`config.mk`:
```
export PLATFORM = sky130hd
export DESIGN_NAME = sd_block_read_responder
export DESIGN_NICKNAME = d
export VERILOG_FILES = /design/src/rtl/sd_block_read_responder_pkg.sv /design/src/rtl/block_resp_delay.sv /design/src/rtl/sd_block_read_responder.sv
export SDC_FILE = /design/constraint.sdc
export NUM_CORES = 1
export LEC_CHECK = 0
export BUFFER_PORTS_ARGS = -buffer_cell sky130_fd_sc_hd__buf_2
export CORE_MARGIN = 2
export CORE_UTILIZATION = 35
export DETAILED_ROUTE_END_ITERATION = 6
export HOLD_SLACK_MARGIN = 0.1
export PLACE_DENSITY = 0.61
export SYNTH_ARGS = -nofsm -noshare
export SYNTH_HDL_FRONTEND = slang
export SYNTH_SLANG_ARGS = --single-unit
```
`constraint.sdc`:
```
create_clock -name clk -period 5.9 [get_ports clk]
set_input_delay 0.295 -clock clk [delete_from_list [all_inputs] [get_ports clk]]
set_output_delay 0.295 -clock clk [all_outputs]
set_load 0.01 [all_outputs]
```
`src/rtl/sd_block_read_responder_pkg.sv`:
```
// Shared SD block-read constants, FSM state encoding and emitted-byte payload
// for the memory-backed block-read responder.
package sd_block_read_responder_pkg;

    localparam int unsigned SD_BLOCK_ADDR_BITS   = 32;
    localparam int unsigned SD_BLOCK_LENGHT_BITS = 9;
    localparam int unsigned SD_LAST_BLOCK_BYTE   = 511;
    localparam int unsigned DELAY_BITS           = 8;

    typedef logic [SD_BLOCK_ADDR_BITS-1:0]   blk_addr_t;
    typedef logic [SD_BLOCK_LENGHT_BITS-1:0] blk_idx_t;

    typedef enum logic [2:0] {
        ST_IDLE,
        ST_LATENCY,
        ST_FETCH,
        ST_EMIT,
        ST_GAP,
        ST_BLOCK_END
    } block_resp_state_t;

    typedef struct packed {
        blk_idx_t   idx;
        logic [7:0] data;
    } block_resp_beat_t;

endpackage

```
`src/rtl/block_resp_delay.sv`:
```
// Loadable down-counter with a done flag; paces start latency and inter-byte gaps.
module block_resp_delay
    import sd_block_read_responder_pkg::*;
(
    input  logic                  clk,
    input  logic                  rst_n,
    input  logic                  load,
    input  logic [DELAY_BITS-1:0] load_val,
    output logic                  done_c
);

    logic [DELAY_BITS-1:0] cnt_q;

    always_ff @(posedge clk) begin
        if (!rst_n) begin
            cnt_q <= '0;
        end else if (load) begin
            cnt_q <= load_val;
        end else if (cnt_q != '0) begin
            cnt_q <= cnt_q - 1'b1;
        end
    end

    assign done_c = (cnt_q == '0);

endmodule

```
`src/rtl/sd_block_read_responder.sv`:
```
// Card-side SD block-read responder serving 512-byte blocks from a byte-wide memory image.
// Optional macro BLOCK_RESP_RANGE_CHECK_EN: blocks beyond the image read as zeros and raise err_out_of_range.
module sd_block_read_responder
    import sd_block_read_responder_pkg::*;
#(
    parameter int unsigned MEM_ADDR_BITS = 20,
    parameter int unsigned START_LATENCY = 8,
    parameter int unsigned BYTE_GAP      = 0
) (
    input  logic                          clk,
    input  logic                          rst_n,
    input  logic                          block_read_trigger,
    input  logic                          block_read_continous_mode,
    input  logic [SD_BLOCK_ADDR_BITS-1:0] block_read_block_addr,
    output logic                          block_read_card_ready,
    output logic [7:0]                    block_read_data,
    output logic [SD_BLOCK_LENGHT_BITS-1:0] block_read_data_idx,
    output logic                          block_read_data_new_flag,
    output logic                          mem_rd_en,
    output logic [MEM_ADDR_BITS-1:0]      mem_addr,
    input  logic [7:0]                    mem_rdata,
    output logic                          err_out_of_range
);

    localparam int unsigned BLK_MAP_BITS = MEM_ADDR_BITS - SD_BLOCK_LENGHT_BITS;
    localparam logic [DELAY_BITS-1:0] LAT_LOAD = DELAY_BITS'(START_LATENCY - 1);
    localparam logic [DELAY_BITS-1:0] GAP_LOAD =
        (BYTE_GAP == 0) ? '0 : DELAY_BITS'(BYTE_GAP - 1);
    localparam blk_idx_t LAST_IDX = blk_idx_t'(SD_LAST_BLOCK_BYTE);

    block_resp_state_t state_q, state_d;
    blk_addr_t         blk_q, blk_d;
    blk_idx_t          idx_q, idx_d;
    logic              cont_q, cont_d;
    block_resp_beat_t  beat_q, beat_d;
    logic              ready_q, ready_d;
    logic              flag_q, flag_d;
    logic              rd_en_q, rd_en_d;
    logic [MEM_ADDR_BITS-1:0] addr_q, addr_d;
    logic              err_q, err_d;

    logic                  dly_load;
    logic [DELAY_BITS-1:0] dly_val;
    logic                  dly_done;
    logic                  oor_c;
    logic                  last_c;

    block_resp_delay u_delay (
        .clk      (clk),
        .rst_n    (rst_n),
        .load     (dly_load),
        .load_val (dly_val),
        .done_c   (dly_done)
    );

`ifdef BLOCK_RESP_RANGE_CHECK_EN
    assign oor_c = (blk_q >> BLK_MAP_BITS) != '0;
`else
    assign oor_c = 1'b0;
`endif

    assign last_c = (idx_q == LAST_IDX);

    always_ff @(posedge clk) begin
        if (!rst_n) begin
            state_q <= ST_IDLE;
            blk_q   <= '0;
            idx_q   <= '0;
            cont_q  <= 1'b0;
            beat_q  <= '0;
            ready_q <= 1'b0;
            flag_q  <= 1'b0;
            rd_en_q <= 1'b0;
            addr_q  <= '0;
            err_q   <= 1'b0;
        end else begin
            state_q <= state_d;
            blk_q   <= blk_d;
            idx_q   <= idx_d;
            cont_q  <= cont_d;
            beat_q  <= beat_d;
            ready_q <= ready_d;
            flag_q  <= flag_d;
            rd_en_q <= rd_en_d;
            addr_q  <= addr_d;
            err_q   <= err_d;
        end
    end

    always_comb begin
        state_d  = state_q;
        blk_d    = blk_q;
        idx_d    = idx_q;
        cont_d   = cont_q;
        beat_d   = beat_q;
        flag_d   = 1'b0;
        dly_load = 1'b0;
        dly_val  = LAT_LOAD;

        case (state_q)
            ST_IDLE: begin
                if (ready_q && block_read_trigger) begin
                    blk_d    = block_read_block_addr;
                    cont_d   = block_read_continous_mode;
                    idx_d    = '0;
                    dly_load = 1'b1;
                    state_d  = ST_LATENCY;
                end
            end
            ST_LATENCY: begin
                if (dly_done) begin
                    state_d = ST_FETCH;
                end
            end
            ST_FETCH: begin
                state_d = ST_EMIT;
            end
            ST_EMIT: begin
                beat_d.data = oor_c ? 8'h00 : mem_rdata;
                beat_d.idx  = idx_q;
                flag_d      = 1'b1;
                // Last byte always takes at least one gap cycle so BLOCK_END
                // sees a trigger dropped in reaction to the final pulse.
                if ((BYTE_GAP != 0) || last_c) begin
                    dly_load = 1'b1;
                    dly_val  = GAP_LOAD;
                    state_d  = ST_GAP;
                end else begin
                    idx_d   = idx_q + 1'b1;
                    state_d = ST_FETCH;
                end
            end
            ST_GAP: begin
                if (dly_done) begin
                    idx_d   = idx_q + 1'b1;
                    state_d = last_c ? ST_BLOCK_END : ST_FETCH;
                end
            end
            ST_BLOCK_END: begin
                if (cont_q && block_read_trigger) begin
                    blk_d    = blk_q + 1'b1;
                    dly_load = 1'b1;
                    state_d  = ST_LATENCY;
                end else begin
                    state_d = ST_IDLE;
                end
            end
            default: begin
                state_d = ST_IDLE;
            end
        endcase

        ready_d = (state_d == ST_IDLE);
        rd_en_d = (state_d == ST_FETCH) && !oor_c;
        addr_d  = (state_d == ST_FETCH) ? {blk_q[BLK_MAP_BITS-1:0], idx_d} : addr_q;
        err_d   = err_q | ((state_d == ST_FETCH) && oor_c);
    end

    assign block_read_card_ready    = ready_q;
    assign block_read_data          = beat_q.data;
    assign block_read_data_idx      = beat_q.idx;
    assign block_read_data_new_flag = flag_q;
    assign mem_rd_en                = rd_en_q;
    assign mem_addr                 = addr_q;
    assign err_out_of_range         = err_q;

endmodule

```
==> qor.csv <==
metric;value;unit
hpwlAfterDp;5478;µm
die-height;102.0;µm
portBuffers;62;
cts_max_level;3;
hold_end;block_read_data[7]$_SDFFE_PN0P_;
place_congestion;0.8523;
nets;502;
synth_nets;452;
tritoncts;done;
worstMarginPinSlew;1.039;ns
fin_ws;3.012;ns
r2r_slack;3.01;ns
grt_max_degree;54;
period_share;48.95;%
critPathCaptureType;register;
ant_nets;0;
cp.required;6.17;ns
route.detailed.drc;0;
finalMaxSlewViolations;0;
layout-drive-gt1-share;20.79;%
clock_latency;0.35;ns
fillers;974;
numCtsBuffers;9;
cts.clk_slew.worst_paths;0.08;ns
reg2reg_to;mem_addr[9]$_SDFFE_PN0N_;
finalSetupTns;0;ns
yosysUniqueCellTypes;64;
rr_startpoint;idx_q[0]$_SDFF_PN0_;
ctsLongestPathBuffers;2;
coreArea;9284;µm²
finalSetupViolations;0;
num_rows;35;
final-hold-violation-count;0;
dp.cells;570;
die_area;10400;µm²
drtIter0Drc;150;
post_cts_buffers;0;
grt_antenna_before_repair;0;
routedWlPerCell;13.73;µm
post_layout_nonfiller_instances;586;
grt_usage;16.12;%
ctsResizeCount;0;
syn-instance-count;402;
vias;3017;
maxCapViolCount;0;
max_freq;346.2;MHz
vias_per_cell;5.148;
design_area;3966;µm²
worst_clock_skew;0.009870;ns
outcome;completed;
synth_edf_count;0;
min_path_type;in2reg;
power.density;423.2;nW/µm²
yosysSeqAreaShare;42.91;%
n_antenna_cell;0;
p_leak;1.532;nW
cts_sinks;72;
relSlewSlack;30.52;%
r2r_cells;8;
fin_hold_ws;0.1770;ns
die_w;102.0;µm
first_pass_iters;4;
netlist_area;3359;µm²
grt-ovfl-total;0;
cts_root_buf;clkbuf_8;
syn_to_final_growth;18.06;%
ys_warn_count;0;
ys_ff_latch;72;
hold-path-cell-count;3;
irDropWorstVdd;0.1844;mV
worstSetupPathType;reg2reg;
layout.cells.most_common;dfxtp_1;
ys_async_sr_fraction;0;%
period_needed;2.888;ns
grt_pass1_wl;13210;µm
utilization;42.72;%
place_area;3721;µm²
crit_path_start_kind;register;
ios;85;
min_from;mem_rdata[7];
power.total;1.679;mW
place_ws;3.041;ns
start_util;36.19;%
grt_pass1_vias;2808;
avgSynthCellArea;8.357;µm²
final_cell_mix;dfxtp_1 (72), nand2_1 (71), buf_2 (62);
cp.arrival;3.16;ns
wl;8047;µm
synth_flop_cell;dfxtp_1;
critPathMaxFanout;16;
cts_hold_buf;0;
rsz0062_at_grt;false;
-- critical path: stages, from the launching register on --
cell and delay [ns]:
dfxtp_1 0.37, ha_1 0.26, nand3_1 0.15, nor2_1 0.06, and3_1 0.23, ha_1 0.26
a311o_2 0.43, nor3_4 0.77, mux2i_1 0.27
-- power by group --
part           total [mW]  internal [mW]  leakage (nW)  switching [mW]
logic               0.574          0.235         0.824           0.339
clock network       0.477          0.293         0.124           0.184
registers           0.628          0.551         0.584          0.0770
-- sequential cells by signal, indices dropped and copies added (netlist names) --
| register | count |
|---|---|
| mem_addr | 20 |
| blk_q | 11 |
| block_read_data_idx | 9 |
| idx_q | 9 |
| block_read_data | 8 |
| u_delay.cnt_q | 8 |
| state_q | 3 |
| block_read_card_ready | 1 |
| block_read_data_new_flag | 1 |
| cont_q | 1 |
| mem_rd_en | 1 |
-- cells in the mapped netlist, types with 2 or more instances --
cell type | number | share of area, %
dfxtp_1 | 72 | 43
nand2_1 | 71 | 7.9
a21oi_1 | 42 | 6.3
nor2_1 | 36 | 4.0
clkbuf_1 | 18 | 2.0
o21ai_0 | 18 | 2.7
mux2i_1 | 12 | 3.6
a31oi_1 | 9 | 1.7
nand3_1 | 9 | 1.3
inv_1 | 8 | 0.89
a211oi_1 | 6 | 1.3
ha_1 | 6 | 2.2
nor3_1 | 6 | 0.89
o31ai_1 | 6 | 1.3
and2_1 | 5 | 0.93
nor4_1 | 4 | 0.74
o311ai_0 | 4 | 1.0
xnor2_1 | 4 | 1.0
xor2_1 | 4 | 1.0
a21o_1 | 3 | 0.67
buf_2 | 3 | 0.45
nand2b_1 | 3 | 0.56
nand4_1 | 3 | 0.56
a22o_1 | 2 | 0.52
a22oi_1 | 2 | 0.45
and3_1 | 2 | 0.37
nand2_2 | 2 | 0.37
nand3b_1 | 2 | 0.45
nor3b_1 | 2 | 0.45
nor3b_2 | 2 | 0.74
or3_1 | 2 | 0.37
or3b_2 | 2 | 0.52
-- per-layer routing --
| layer | vias up | track usage [%] | routed length [µm] |
|---|---|---|---|
| met3 | 10 | 3.967 | 334 |
| met1 | 1421 | 21.14 | 3902 |
| met4 | 0 | 7.692 | 126 |
| met5 | - | 0 | 0 |
| met2 | 56 | 24.95 | 3684 |
| li1 | 1530 | - | - |
-- final cells by class --
class,count,area [µm²],area share [%]
repair buffers,62,310.3,7.823
multi-input cells,298,1774,44.73
clock inverters,5,103.9,2.618
clock buffers,11,141.4,3.565
flip-flops and latches,72,1441,36.34
well taps,129,161.4,4.069
inverters,9,33.78,0.8517
-- worst max path at each step --
stage                                    from                        end  depth (start not counted)
after global routing      idx_q[0]$_SDFF_PN0_   mem_addr[9]$_SDFFE_PN0N_                          8
after CTS                 idx_q[0]$_SDFF_PN0_   mem_addr[9]$_SDFFE_PN0N_                          8
after global placement    idx_q[0]$_SDFF_PN0_   mem_addr[7]$_SDFFE_PN0N_                          8
final                     idx_q[0]$_SDFF_PN0_   mem_addr[9]$_SDFFE_PN0N_                          8
after detailed placement  idx_q[0]$_SDFF_PN0_   mem_addr[9]$_SDFFE_PN0N_                          8
after floorplan           idx_q[0]$_SDFF_PN0_  mem_addr[10]$_SDFFE_PN0N_                          9
-- kinds of logic after synthesis --
logic type | count (synthesis) | synth area share, %
and+or+nand+nor | 163 | 23.87
AOI/OAI and AO/OA | 107 | 20.60
DFF | 72 | 42.90
buffers and inverters | 32 | 4.283
muxes | 13 | 3.911
xor gates and xnor gates | 8 | 2.085
adders and majority gates | 6 | 2.235
other | 1 | 0.1116
No activity file was read; power rests on OpenSTA's default activity.
